==> src/rtl/audio_pkg.sv <==
// audio_pkg: shared sample/slot widths, transmitter FSM states and mixer-to-two's-complement conversion.
package audio_pkg;
    localparam int SAMPLE_W = 24;
    localparam int SLOT_W = 32;
    localparam int FRAME_W = 64;

    typedef enum logic [1:0] {IDLE, RUN, DRAIN} tx_state_t;

    // Mixer negatives are ~magnitude; adding one maps them onto two's complement (-0 becomes 0).
    function automatic logic [SAMPLE_W-1:0] ones_to_twos(input logic [SAMPLE_W-1:0] s);
        return s[SAMPLE_W-1] ? s + SAMPLE_W'(1) : s;
    endfunction
endpackage

==> src/rtl/i2s_bclk_gen.sv <==
// i2s_bclk_gen: divides clk into BCLK (BCLK_DIV clk per half-period) and flags the cycle before each fall.
module i2s_bclk_gen #(
    parameter int BCLK_DIV = 4
) (
    input  logic clk,
    input  logic rst,
    input  logic en_i,
    output logic bclk_o,
    output logic fall_o
);
    localparam int CW = BCLK_DIV > 1 ? $clog2(BCLK_DIV) : 1;

    logic [CW-1:0] div_q, div_d;
    logic bclk_q, bclk_d, wrap;

    always_comb begin
        wrap = div_q == CW'(BCLK_DIV - 1);
        div_d = !en_i || wrap ? '0 : div_q + CW'(1);
        bclk_d = en_i && (wrap ? !bclk_q : bclk_q);
    end

    always_ff @(posedge clk) begin
        if (rst) begin
            div_q <= '0;
            bclk_q <= 1'b0;
        end else begin
            div_q <= div_d;
            bclk_q <= bclk_d;
        end
    end

    assign bclk_o = bclk_q;
    assign fall_o = en_i && wrap && bclk_q;
endmodule

==> src/rtl/i2s_stereo_tx.sv <==
// i2s_stereo_tx: I2S bus-master transmitter for 24-bit stereo mixer samples with a one-entry holding register.
// Define I2S_TX_LEFT_JUSTIFIED_EN for left-justified slots instead of one-BCLK-delayed I2S data.
module i2s_stereo_tx
    import audio_pkg::*;
#(
    parameter int BCLK_DIV = 4
) (
    input  logic                clk,
    input  logic                rst,
    input  logic                enable,
    input  logic [SAMPLE_W-1:0] left_in,
    input  logic [SAMPLE_W-1:0] right_in,
    input  logic                in_valid,
    output logic                in_ready,
    output logic                bclk,
    output logic                lrclk,
    output logic                sdata,
    output logic                underrun,
    output logic                frame_start
);
`ifdef I2S_TX_LEFT_JUSTIFIED_EN
    localparam logic [4:0] LEAD = 5'd0;
`else
    localparam logic [4:0] LEAD = 5'd1;
`endif

    tx_state_t state_q, state_d;
    logic active_q, active_d, ready_q, ready_d, sdata_q, sdata_d;
    logic under_q, under_d, fs_q, fs_d;
    logic [5:0] bit_q, bit_d;
    logic [2*SAMPLE_W-1:0] hold_q, hold_d, shadow_q, shadow_d;
    logic fall, load, last_bit, drain_stop;
    logic [4:0] pos;
    logic [SAMPLE_W-1:0] word;

    i2s_bclk_gen #(.BCLK_DIV(BCLK_DIV)) u_bclk (
        .clk   (clk),
        .rst   (rst),
        .en_i  (state_q != IDLE),
        .bclk_o(bclk),
        .fall_o(fall)
    );

    always_ff @(posedge clk) begin
        if (rst) state_q <= IDLE;
        else state_q <= state_d;
    end

    always_comb begin
        last_bit = fall && bit_q == 6'd63;
        drain_stop = state_q == DRAIN && !enable;
        state_d = enable ? RUN
                : state_q == RUN ? DRAIN
                : state_q == DRAIN && active_q && !last_bit ? DRAIN : IDLE;
    end

    // active_q marks that the first frame load has happened since leaving IDLE.
    always_comb begin
        load = fall && (!active_q || bit_q == 6'd63) && !drain_stop;
        active_d = state_d != IDLE && (active_q || load);
        bit_d = state_d == IDLE ? 6'd0 : fall ? (active_q ? bit_q + 6'd1 : 6'd0) : bit_q;
        shadow_d = !load ? shadow_q
                 : ready_q ? '0
                 : {ones_to_twos(hold_q[2*SAMPLE_W-1:SAMPLE_W]), ones_to_twos(hold_q[SAMPLE_W-1:0])};
        hold_d = in_valid && ready_q ? {left_in, right_in} : hold_q;
        ready_d = in_valid && ready_q ? 1'b0 : load ? 1'b1 : ready_q;
        under_d = load && ready_q;
        fs_d = load;
        pos = bit_d[4:0] - LEAD;
        word = bit_d[5] ? shadow_d[SAMPLE_W-1:0] : shadow_d[2*SAMPLE_W-1:SAMPLE_W];
        sdata_d = state_d == IDLE ? 1'b0
                : fall ? active_d && pos < 5'd24 && word[5'd23 - pos] : sdata_q;
    end

    always_ff @(posedge clk) begin
        if (rst) begin
            active_q <= 1'b0;
            ready_q <= 1'b1;
            sdata_q <= 1'b0;
            under_q <= 1'b0;
            fs_q <= 1'b0;
            bit_q <= 6'd0;
            hold_q <= '0;
            shadow_q <= '0;
        end else begin
            active_q <= active_d;
            ready_q <= ready_d;
            sdata_q <= sdata_d;
            under_q <= under_d;
            fs_q <= fs_d;
            bit_q <= bit_d;
            hold_q <= hold_d;
            shadow_q <= shadow_d;
        end
    end

    assign in_ready = ready_q;
    assign lrclk = bit_q[5];
    assign sdata = sdata_q;
    assign underrun = under_q;
    assign frame_start = fs_q;
endmodule

==> config.mk <==
export PLATFORM = sky130hd
export DESIGN_NAME = i2s_stereo_tx
export DESIGN_NICKNAME = d
export VERILOG_FILES = /design/src/rtl/audio_pkg.sv /design/src/rtl/i2s_bclk_gen.sv /design/src/rtl/i2s_stereo_tx.sv
export SDC_FILE = /design/constraint.sdc
export NUM_CORES = 1
export LEC_CHECK = 0
export ABC_AREA = 1
export CAP_MARGIN = 10
export CORE_ASPECT_RATIO = 1.4
export CORE_MARGIN = 2
export CORE_UTILIZATION = 62
export DETAILED_ROUTE_END_ITERATION = 10
export PLACE_DENSITY = 0.95
export RECOVER_POWER = 100
export SYNTH_ARGS = -nofsm -noshare
export SYNTH_HDL_FRONTEND = slang
export SYNTH_SLANG_ARGS = --single-unit
export TNS_END_PERCENT = 50
==> constraint.sdc <==
create_clock -name clk -period 5.45 [get_ports clk]
set_input_delay 0.8175 -clock clk [delete_from_list [all_inputs] [get_ports clk]]
set_output_delay 0.8175 -clock clk [all_outputs]
set_load 0.1 [all_outputs]
### Word-level counts from Yosys, hierarchy flattened

Index checks and enable logic that the tools add are counted.

| cells by class | value |
|---|---|
| add/subtract/negate cells | 6 |
| magnitude comparators | 2 |
| equality and inequality tests | 4 |
| multiplexer cells | 16 |
| reductions and logical operators | 29 |

Operator list:

| operator | number |
|---|---|
| $mux W48 | 2 |
| $mux W24 | 3 |
| $add A24 B1 Y24 const B | 2 |
| $mux W6 | 3 |
| $logic_and A1 B1 Y1 | 14 |
| $add A6 B1 Y6 const B | 1 |
| $eq A6 B6 Y1 const B | 1 |
| $logic_not A1 Y1 | 6 |
| $lt A5 B6 Y1 const B | 1 |
| $mux W2 | 3 |
| $reduce_bool A2 Y1 | 3 |
| $bmux W1 S5 | 1 |
| $lt A5 B5 Y1 const B | 1 |
| $sub A5 B1 Y5 const B | 1 |
| $sub A5 B5 Y5 const A | 1 |
| $eq A2 B2 Y1 const B | 2 |
| $mux W1 | 4 |
| $reduce_or A2 Y1 | 2 |
| $logic_or A1 B1 Y1 | 3 |
| $add A2 B1 Y2 const B | 1 |
| $eq A2 B1 Y1 const B | 1 |
| $logic_not A2 Y1 | 1 |

| storage, ports and cells | value |
|---|---|
| flip-flop bits (word level) | 112 |
| input bits | 52 |
| output and inout port bits | 6 |
| word-level logic and storage cells | 68 |

### Logic depth before layout (Yosys ltp)

| depth | value |
|---|---|
| depth in word-level cells | 16 |
| depth in mapped cells | 19 |
| mapped depth without buffers | 19 |

### Cells and area by module

From an unflattened synthesis, not the netlist that was laid out.

| unflattened totals | value |
|---|---|
| cells, all modules | 1006 |
| area total of the unflattened synthesis | 6286.0 µm² |

Modules (own cells, without submodules):

| module | times used | cells an instance | area each (µm²) |
|---|---|---|---|
| i2s_stereo_tx | 1 | 991 | 6167.2 |
| i2s_bclk_gen | 1 | 15 | 118.9 |

### Worst setup path after synthesis

OpenSTA, ideal clock, no wires.

| timing | value |
|---|---|
| kind | register -> register |
| start | reg u_bclk.bclk_q, in the netlist u_bclk.bclk_o |
| end | reg sdata_q, in the netlist sdata |
| library setup time | 0.067 ns |
| data arrival time | 3.052 ns |
| slack | 2.332 ns |
| stages on the path, launching flop included | 16 |
| path buffers | 2 |
| cell sequence | dfxtp_1 inv_1 nor3_4 buf_6 o21ai_1 o21a_1 nand2_4 buf_2 ha_1 nand2_1 nor2_1 xnor2_1 ha_1 nand3_1 nand3_1 a21oi_2 |

| on the way | value |
|---|---|
| word-level cells in the longest chain between the ends | 14 |

Ends and longest elaborated chain:

| element | line | source |
|---|---|---|
| start, declared | i2s_bclk_gen.sv:14 | `logic bclk_q, bclk_d, wrap;` |
| start signal, assigned | i2s_bclk_gen.sv:28 | `bclk_q <= bclk_d;` |
| $logic_and A1 B1 Y1 * | i2s_bclk_gen.sv:33 | `assign fall_o = en_i && wrap && bclk_q;` |
| $logic_and A1 B1 Y1 | i2s_stereo_tx.sv:50 | `last_bit = fall && bit_q == 6'd63;` |
| $logic_not A1 Y1 | i2s_stereo_tx.sv:54 | `: state_q == DRAIN && active_q && !last_bit ? DRAIN : IDLE;` |
| $logic_and A1 B1 Y1 | i2s_stereo_tx.sv:54 |  |
| $mux W2 | i2s_stereo_tx.sv:54 |  |
| $mux W2 | i2s_stereo_tx.sv:53 | `: state_q == RUN ? DRAIN` |
| $mux W2 | i2s_stereo_tx.sv:52 | `state_d = enable ? RUN` |
| $logic_not A2 Y1 | i2s_stereo_tx.sv:61, i2s_stereo_tx.sv:71 |  |
| $mux W6 | i2s_stereo_tx.sv:61 | `bit_d = state_d == IDLE ? 6'd0 : fall ? (active_q ? bit_q + 6'd1 : 6'd0) : bit_q;` |
| $sub A5 B1 Y5 | i2s_stereo_tx.sv:69 | `pos = bit_d[4:0] - LEAD;` |
| $sub A5 B5 Y5 | i2s_stereo_tx.sv:72 | `: fall ? active_d && pos < 5'd24 && word[5'd23 - pos] : sdata_q;` |
| $bmux W1 S5 | i2s_stereo_tx.sv:72 |  |
| $mux W1 (implied by the code) | i2s_stereo_tx.sv:72 |  |
| $logic_and A1 B1 Y1 | i2s_stereo_tx.sv:72 |  |
| end signal, assigned | i2s_stereo_tx.sv:88 | `sdata_q <= sdata_d;` |
| end, declared | i2s_stereo_tx.sv:28 | `logic active_q, active_d, ready_q, ready_d, sdata_q, sdata_d;` |

Mark *: on every way between the ends. The rest lies on a longest branch, timed or not. The select of a mux whose other input is x is not followed.
A chain may end at the register's enable or synchronous reset.

### Worst setup path in the final report

| timing | value |
|---|---|
| start | reg u_bclk.div_q[0] |
| end | reg sdata_q, in the netlist sdata |

| on the way | value |
|---|---|
| word-level cells in the longest chain between the ends | 16 |

Ends and longest elaborated chain:

| element | line | source |
|---|---|---|
| start, declared | i2s_bclk_gen.sv:13 | `logic [CW-1:0] div_q, div_d;` |
| start signal, assigned | i2s_bclk_gen.sv:27 | `div_q <= div_d;` |
| $eq A2 B2 Y1 * | i2s_bclk_gen.sv:17 | `wrap = div_q == CW'(BCLK_DIV - 1);` |
| $logic_and A1 B1 Y1 * (2 in series) | i2s_bclk_gen.sv:33 |  |
| $logic_and A1 B1 Y1 | i2s_stereo_tx.sv:50 |  |
| $logic_not A1 Y1 | i2s_stereo_tx.sv:54 |  |
| $logic_and A1 B1 Y1 | i2s_stereo_tx.sv:54 |  |
| $mux W2 | i2s_stereo_tx.sv:54 |  |
| $mux W2 | i2s_stereo_tx.sv:53 |  |
| $mux W2 | i2s_stereo_tx.sv:52 |  |
| $logic_not A2 Y1 | i2s_stereo_tx.sv:61, i2s_stereo_tx.sv:71 |  |
| $mux W6 | i2s_stereo_tx.sv:61 |  |
| $sub A5 B1 Y5 | i2s_stereo_tx.sv:69 |  |
| $sub A5 B5 Y5 | i2s_stereo_tx.sv:72 |  |
| $bmux W1 S5 | i2s_stereo_tx.sv:72 |  |
| $mux W1 (implied by the code) | i2s_stereo_tx.sv:72 |  |
| $logic_and A1 B1 Y1 | i2s_stereo_tx.sv:72 |  |

Marked as above.

==> results.json <==
{
  "ys_seq_elements": 112,
  "cts_inserted_buffers": 9,
  "startpoint_type": "flop",
  "root_buffer": "clkbuf_16",
  "synthArstFlopShare_pct": 0,
  "portBuffers": 57,
  "dr.pass1.iters": 7,
  "rsz0062_at_grt": "no",
  "area_delta_synth_final_pct": 13.6,
  "cts_setup_buffers": 0,
  "synth-edff-count": 0,
  "finalHoldViolCount": 0,
  "max_cap_violations": 1,
  "p_leak_uw": 0.00290,
  "ios": 58,
  "groute.usage.overall_pct": 30.1,
  "final_cell_mix": "nand2_1 (300), dfxtp_1 (112), inv_1 (103)",
  "ys.warnings.count": 0,
  "seq_area_mm2": 0.00224,
  "antenna_found_initial": 0,
  "grt_max_degree": 60,
  "grt-ovfl-total": 0,
  "rows": 43,
  "fillers": 834,
  "gp_congestion": 0.956,
  "clock-sinks": 112,
  "finClkSkew_ns": 0.00793,
  "cts.clk_slew.worst_paths_ns": 0.08,
  "run_status": "complete, but fails checks",
  "drt_drc_violations_left": 0,
  "endpoint_kind": "flop",
  "setup_viol": 0,
  "cts_tree": "done",
  "crit_type": "flop to flop",
  "irDropWorstVdd_uv": 150,
  "hp-class": "flop to flop",
  "via_per_inst": 5.56,
  "yosys_most_used_dff": "dfxtp_1",
  "ant_nets": 0,
  "synthesis.nets": 1036,
  "antenna_cells": 0,
  "max_slew_margin_pct": -17.3,
  "cp.arrival_ns": 4.06,
  "die_x_um": 88.5,
  "core_mm2": 0.00985,
  "avgRoutedWirePerCell_um": 13.5,
  "h-tree-depth": 3,
  "crit_fanout": 25,
  "power_uw": 1760,
  "start_util_pct": 63.0,
  "nets": 1069,
  "die_h_um": 122,
  "mostFrequentLayoutCell": "nand2_1",
  "tns_ns": 0,
  "dieArea_mm2": 0.0108,
  "period_share_pct": 69.1,
  "postSynthCellCount": 978,
  "drt_iter0_drc": 552,
  "fmax_mhz": 266,
  "syn_avg_cell_area_um2": 6.34,
  "grt_pass1_wl_mm": 25.9,
  "drive_above_1_share_pct": 3.74,
  "cts.path.max_buffers": 2,
  "grt_pass1_vias": 5809,
  "cellPowerDensity_mw_per_mm2": 251,
  "cts_resized": 0,
  "syn-cell-area_mm2": 0.00620,
  "worstPathRequired_ns": 5.74,
  "multiInputGateArea_mm2": 0.00331,
  "synth_cell_types": 43,
  "violations": "max-capacitance violations, max-slew violations",
  "via_count": 6396,
  "slew_viol_final": 52,
  "clk_latency_ns": 0.36,
  "period_needed_ns": 3.77,
  "finalWirelength_mm": 15.5,
  "hpwlAfterDp_mm": 11.2,
  "tightestPinTransition_ns": 1.76,
  "synth.yosys.seq_area_share_pct": 36.2,
  "hold_buffers": 0
}
[where the power goes]
| group | switching, uW | internal, uW | total (uW) |
|---|---|---|---|
| clock network | 317 | 409 | 725 |
| logic | 92.7 | 65.4 | 158 |
| registers | 33.6 | 848 | 881 |
[metrics by stage]
| stage | setup WS, ns | cell area, um2 | hold WS, ns | std cells | util [%] |
|---|---|---|---|---|---|
| final | 1.68 | 7040 | 0.436 | 1151 | 71.5 |
| after global routing | 1.17 | 7040 | 0.457 | 1151 | 71.5 |
| after CTS | 2.26 | 7090 | 0.441 | 1151 | 72.0 |
| after detailed placement | 2.03 | 6760 | 0.431 | 1135 | 68.6 |
| after global placement | 2.08 | 6760 | 0.410 | 1135 | 68.6 |
| after floorplan | 2.33 | 6200 | 0.397 | 978 | - |
[worst max-delay path: stages (launching register included)]
cell     delay (ns)
dfxtp_1        0.35
ha_1           0.21
inv_1          0.09
nor3_4         0.50
nand4_1        0.66
inv_1          0.86
nand3_1        0.22
nand2_1        0.12
nand2_1        0.05
nand3_1        0.09
nand3_1        0.07
nand3_1        0.09
nand3_1        0.08
nand3_1        0.10
nand3_1        0.09
a21oi_2        0.11
[cell families (layout without fill, tap and decap cells)]
kind of cell               count (synthesis)  count (layout)  synth area share (%)
xor gates and xnor gates                   9               9                  1.27
DFF                                      112             112                  36.2
muxes                                      1               1                 0.161
and+or+nand+nor                          538             538                  37.2
adders and majority gates                  6               6                  1.21
buffers and inverters                    147             185                  9.93
AOI/OAI and AO/OA                        165             165                  14.0
[path summary, 6_finish.rpt]
| check | start | to | slack, ns | cells after the start |
|---|---|---|---|---|
| min | u_bclk.div_q[0] | u_bclk.div_q[0] | 0.44 | 1 |
| max | u_bclk.div_q[0] | sdata | 1.68 | 15 |
| max reg2reg | u_bclk.div_q[0] | sdata | 1.68 | 15 |
| min reg2reg | u_bclk.div_q[0] | u_bclk.div_q[0] | 0.44 | 1 |
[state kept, by name, indices dropped and copies added (netlist names)]
register	cells
active_q	1
bit_q	6
frame_start	1
hold_q	48
in_ready	1
sdata	1
shadow_q	48
state_q	2
u_bclk.bclk_o	1
u_bclk.div_q	2
underrun	1
[synthesized netlist by cell type (6+ instances only)]
cell,n,area share (%)
inv_2,6,0.36
nor2_1,93,5.6
dfxtp_1,112,36
o21ai_0,76,6.1
nand2_1,299,18
nand3_1,101,8.2
ha_1,6,1.2
inv_1,100,6.1
buf_6,6,1.1
buf_2,6,0.48
a21oi_1,75,6.1
xor2_1,6,0.85
nor3_1,12,0.97
nand4_1,12,1.2
clkbuf_1,22,1.3
[layer usage]
metal  GRT usage [%]  share of wire (%)  vias up
li1                -                  -     3209
met1            36.0                 40     2873
met2            52.0                 50      266
met3            3.97                6.2       48
met4            15.2                4.2        0
met5               0                  0        -
[layout make-up]
| cell class | instances | area share (%) |
|---|---|---|
| inverter | 109 | 5.84 |
| multi-input combinational | 719 | 47.0 |
| tap | 135 | 2.40 |
| timing repair buffer | 60 | 8.24 |
| sequential | 112 | 31.8 |
| clock inverter | 7 | 1.47 |
| clock buffer | 9 | 3.20 |
No activity file was read; power rests on OpenSTA's default activity.
==> edit 1: new RTL, same flow settings <==
Build with the macro `I2S_TX_LEFT_JUSTIFIED_EN` defined.
--- a/src/rtl/i2s_stereo_tx.sv
+++ b/src/rtl/i2s_stereo_tx.sv
@@ -1,4 +1,6 @@
 // i2s_stereo_tx: I2S bus-master transmitter for 24-bit stereo mixer samples with a one-entry holding register.
 // Define I2S_TX_LEFT_JUSTIFIED_EN for left-justified slots instead of one-BCLK-delayed I2S data.
+`define I2S_TX_LEFT_JUSTIFIED_EN
+
 module i2s_stereo_tx
     import audio_pkg::*;
Formal check against the unedited RTL: not equivalent (Yosys sat finds a counterexample within 10 cycles, from zero or initial values and one cycle with rst high).
==> edit 1 against the original RTL <==
The flow still finishes with violations (max-capacitance violations, max-slew violations); sequential cell count did not move; area after synthesis fell by 0.99%; design area fell by 0.50%; non-clock buffer count fell by 1; critical endpoint is now hold_q[47]; final cell count fell by 1.0%; die area fell by 0.95%; worst setup slack got worse by 0.023 ns; wire length barely moved; power fell by 1.7%.
==> edit 1: results (changes against the original RTL) <==
Parameter                              Value

Power and ir drop
  Peak supply drop ... 0.160 mV (was 0.150 mV)
  Leakage power ... 2.98 nW (was 2.90 nW)
  Switching share of power ... 25.2% (was 25.1%)

Synthesis
  Arithmetic-cell share of the synthesized area counting full adders, half adders and majority gates ... 1.02% (was 1.21%)
  Post-synthesis area per instance ... 6.36 sq um (was 6.34 sq um)
  Top cell types by occurrence after synthesis ... sky130_fd_sc_hd__nand2_1 (286), sky130_fd_sc_hd__inv_1 (113), sky130_fd_sc_hd__dfxtp_1 (112) (was sky130_fd_sc_hd__nand2_1 (299), sky130_fd_sc_hd__dfxtp_1 (112), sky130_fd_sc_hd__nand3_1 (101))
  Net Count, Synth ... 1023 (was 1036)
  Compound-Gate Fraction of Synth Area ... 13.5% (was 14.0%)
  Seq/Total Area, Yosys ... 36.5% (was 36.2%)
  Post-synthesis mux area share ... 0% (was 0.161%)

GRT
  Global-route wire length before repair ... 25.8 mm (was 25.9 mm)
  Via count of the first global-routing pass ... 5733 (was 5809)
  GRT Resource Usage Total ... 30.3% (was 30.1%)

Placed design
  Last weighted congestion value of the routability-driven placer ... 0.910 (was 0.956)
  Estimated wirelength of the detail-placed design ... 11.2 mm (about the same)
  Placed cell area ... 6700 sq um (was 6760 sq um)
  Count of placed standard cells including taps ... 1123 (was 1135)

Drt
  Routed wire per std cell ... 13.6 um (was 13.5 um)
  Iteration count of the initial detailed-routing pass ... 5 (was 7)
  Drt initial violations ... 526 (was 552)
  Vias per inst ... 5.48 (was 5.56)

Cells and area
  Number of standard cells in the final layout excluding fillers ... 1139 (was 1151)
  Layout cells sized above 1 ... 4.58% (was 3.74%)

Critical path
  Data arrival time of the worst path ... 4.01 ns (was 4.06 ns)
  Crit path max-delay cell type ... sky130_fd_sc_hd__clkbuf_1 (was sky130_fd_sc_hd__inv_1)
  Reg2Reg Setup Slack ... 2.09 ns (was 1.68 ns)

Run status
  Outcome ... finished with violations (unchanged)
  Violated checks ... max-capacitance violations, max-slew violations (unchanged)

STA
  Max Slew Vio Count ... 60 (was 52)
  Setup skew after layout ... 0.00596 ns (was 0.00793 ns)

Worst hold path
  Hold depth ... 1 (unchanged)

Job
  Number of maximum-capacitance constraint violations ... 1 (unchanged)
==> edit 1: cell count changes in the layout (fill, tap and decap cells not counted), sizes merged, moves of 6 or more <==
cell / before / now
nor2: 97 / 103
a21oi: 76 / 70
nand3: 105 / 112
nand2: 302 / 288
inv: 109 / 117
==> edit 1: cell type report <==
class	count	area [sq um]
Fill cell	853	2780
Sequential cell	112	2240
Multi-Input combinational cell	700	3260
Inverter	117	439
Tap cell	135	169
Clock buffer	11	253
Clock inverter	5	62.6
Timing Repair Buffer	59	579
==> edit 1: how the worst max path moves through the flow <==
stage / to / from / depth (start not counted)
3_5_place_dp: sdata / enable / 15
5_1_grt: hold_q[24] / rst / 5
6_report: hold_q[47] / rst / 5
3_3_place_gp: sdata / enable / 15
2_1_floorplan: sdata / u_bclk.bclk_o / 15
4_1_cts: sdata / u_bclk.div_q[0] / 15
==> edit 1: worst max-delay path, delay by kind of cell <==
| family | cells | cell delay [ns] |
|---|---|---|
| buffers and inverters | 3 | 2.94 |
| AO/OA/AOI/OAI | 2 | 0.24 |
==> edit 1: metal layers <==
layer	track usage (%)	vias up	routed length [um]
li1	-	3157	-
met3	3.93	46	732
met1	36.4	2828	6410
met2	52.6	211	7740
met4	14.4	0	617
met5	0	-	0
==> edit 1: power groups by stage <==
stage	Combinational, mW	Sequential, mW	Clock [mW]
after floorplan	0.0937	0.893	0
after global placement	0.154	0.899	0
after detailed placement	0.157	0.900	0
after CTS	0.158	0.882	0.697
after global routing	0.177	0.887	0.734
final	0.159	0.883	0.693
==> edit 1: metrics by stage <==
stage	worst slack [ns]	utilization, %
4_1_cts	2.10	71.6
3_3_place_gp	1.83	68.4
2_1_floorplan	2.71	-
6_report	1.66	71.6
5_1_grt	1.40	71.6
3_5_place_dp	1.79	68.4
==> edit 2: new RTL, same settings <==
Without the edit above. `hold_q` no longer has a reset.
--- a/src/rtl/i2s_stereo_tx.sv
+++ b/src/rtl/i2s_stereo_tx.sv
@@ -81,5 +81,4 @@
             fs_q <= 1'b0;
             bit_q <= 6'd0;
-            hold_q <= '0;
             shadow_q <= '0;
         end else begin
@@ -90,7 +89,10 @@
             fs_q <= fs_d;
             bit_q <= bit_d;
-            hold_q <= hold_d;
             shadow_q <= shadow_d;
         end
+    end
+
+    always_ff @(posedge clk) begin
+        hold_q <= hold_d;
     end
 
Check against the original RTL: same outputs for any inputs over 10 cycles, from zero or initial values and one cycle with rst high; that may be too few to reach the edited logic, so the function may still have changed.
==> edit 2 against the original RTL <==
First-iteration DRC count grew 6.7%; highest routed layer unchanged; wire length fell by 5.5%; design area is 0.68% lower; hold slack worse by 0.0069 ns; largest cell class unchanged; the run still ends with max-capacitance violations, max-slew violations left; area after synthesis is 0.99% lower; sequential cell count is the same; largest power group unchanged; worst setup slack got worse by 0.27 ns; power is 6.5% lower.
==> edit 2: results (changes against the original RTL) <==
Parameter                              Value

Run status
  Outcome ... finished with violations (unchanged)
  Violated checks ... max-capacitance violations, max-slew violations (unchanged)

Synthesis
  Top cell types by occurrence after synthesis ... sky130_fd_sc_hd__nand2_1 (278), sky130_fd_sc_hd__nor2_1 (101), sky130_fd_sc_hd__nand3_1 (99) (was sky130_fd_sc_hd__nand2_1 (299), sky130_fd_sc_hd__dfxtp_1 (112), sky130_fd_sc_hd__nand3_1 (101))
  Post-synth cell types ... 41 (was 43)
  Number of flops mapped to enable cells by yosys ... 48 (was 0)
  Net Count, Synth ... 905 (was 1036)
  Cell types with the largest area share after synthesis ... sky130_fd_sc_hd__edfxtp_1 (23%), sky130_fd_sc_hd__dfxtp_1 (21%), sky130_fd_sc_hd__nand2_1 (17%) (was sky130_fd_sc_hd__dfxtp_1 (36%), sky130_fd_sc_hd__nand2_1 (18%), sky130_fd_sc_hd__nand3_1 (8.2%))

STA
  Max Slew Vio Count ... 83 (was 52)
  Headroom to the max-slew limit ... -14.7% (was -17.3%)
  Final-layout worst hold slack ... 0.430 ns (was 0.436 ns)

GRT
  Global-route wire length before repair ... 24.4 mm (was 25.9 mm)
  GRT Resource Usage Total ... 29.0% (was 30.1%)
  Via count of the first global-routing pass ... 5538 (was 5809)

Cells and area
  Final-stage net count ... 952 (was 1069)
  Filler cell count ... 773 (was 834)

Critical path
  Reg2Reg Setup Slack ... 1.58 ns (was 1.68 ns)
  Worst Path Max Fanout ... 24 (was 25)

Placed design
  Estimated wirelength of the detail-placed design ... 10.7 mm (was 11.2 mm)
  Last weighted congestion value of the routability-driven placer ... 0.918 (was 0.956)
  Setup Slack @ Placement ... 1.82 ns (was 2.03 ns)

Power and ir drop
  Peak supply drop ... 0.200 mV (was 0.150 mV)

Job
  Number of maximum-capacitance constraint violations ... 2 (was 1)

Drt
  Drt initial violations ... 589 (was 552)
  Final Routed Wirelength ... 14.6 mm (was 15.5 mm)
  Routed vias ... 5710 (was 6396)
## edit 2: cell count changes after synthesis, sizes merged, moves of 6 or more
| cell | unedited run | this run |
|---|---|---|
| nor2 | 97 | 108 |
| o21ai | 80 | 30 |
| dfxtp | 112 | 64 |
| a21oi | 76 | 24 |
| inv | 107 | 93 |
| nand2 | 302 | 280 |
| o21bai | 0 | 6 |
| clkbuf | 23 | 9 |
| edfxtp | 0 | 48 |
## edit 2: metrics by stage
step	instance area, sq um	cells	utilization (%)
4_1_cts	7020	1034	71.6
5_1_grt	7000	1034	71.5
6_report	7000	1034	71.5
2_1_floorplan	6140	847	-
3_5_place_dp	6750	1018	68.9
3_3_place_gp	6750	1018	68.9
## edit 2: kinds of logic after synthesis
kind of cell,synth area share (%)
buf+inv,7.97
xor+xnor,1.85
simple gates,37.7
compound gates,6.73
mux,0.163
fa+ha+maj,1.22
flops,44.3
## edit 2: how the worst max path moves through the flow
stage          endpoint  slack [ns]            start
2_1_floorplan     sdata        2.17    u_bclk.bclk_o
3_3_place_gp      sdata        1.94           enable
3_5_place_dp      sdata        1.82           enable
4_1_cts           sdata        2.02  u_bclk.div_q[0]
5_1_grt           sdata        1.16           enable
6_report          sdata        1.41           enable
## edit 2: area by class of cell
class	count	share of cell area [%]
clock buffer	10	3.27
clock inverter	6	0.501
inverter	93	5.03
multi-input combinational	619	41.7
sequential	112	38.9
tap	135	2.41
timing repair buffer	59	8.17
## edit 2: critical path, stage by stage
cell and delay (ns):
sky130_fd_sc_hd__dlygate4sd3_1 0.57, sky130_fd_sc_hd__nor3_1 0.19, sky130_fd_sc_hd__inv_1 0.10, sky130_fd_sc_hd__nand3_1 0.72
sky130_fd_sc_hd__clkbuf_1 0.84, sky130_fd_sc_hd__nand2_1 0.18, sky130_fd_sc_hd__nand2_1 0.16, sky130_fd_sc_hd__nand2_1 0.08
sky130_fd_sc_hd__nand3_1 0.10, sky130_fd_sc_hd__nand3_1 0.09, sky130_fd_sc_hd__nand3_1 0.08, sky130_fd_sc_hd__nand3_1 0.10
sky130_fd_sc_hd__nand2_1 0.09, sky130_fd_sc_hd__nand3_2 0.08, sky130_fd_sc_hd__a21oi_2 0.11
## edit 2: where the power goes
group          switching (mW)  leakage [nW]  total, mW  internal (mW)
combinational          0.0715          1.82      0.117         0.0460
clock                   0.299         0.126      0.606          0.307
sequential             0.0235         0.973      0.925          0.902
total                   0.394          2.92       1.65           1.26
## edit 2: metal layers
layer / up-vias / global-route usage [%] / wire, um / share of wire, %
li1: 2823 / - / - / -
met1: 2611 / 34.4 / 5950 / 41
met2: 222 / 50.7 / 7330 / 50
met3: 54 / 3.86 / 707 / 4.8
met4: 0 / 14.9 / 659 / 4.5
met5: - / 0 / 0 / 0
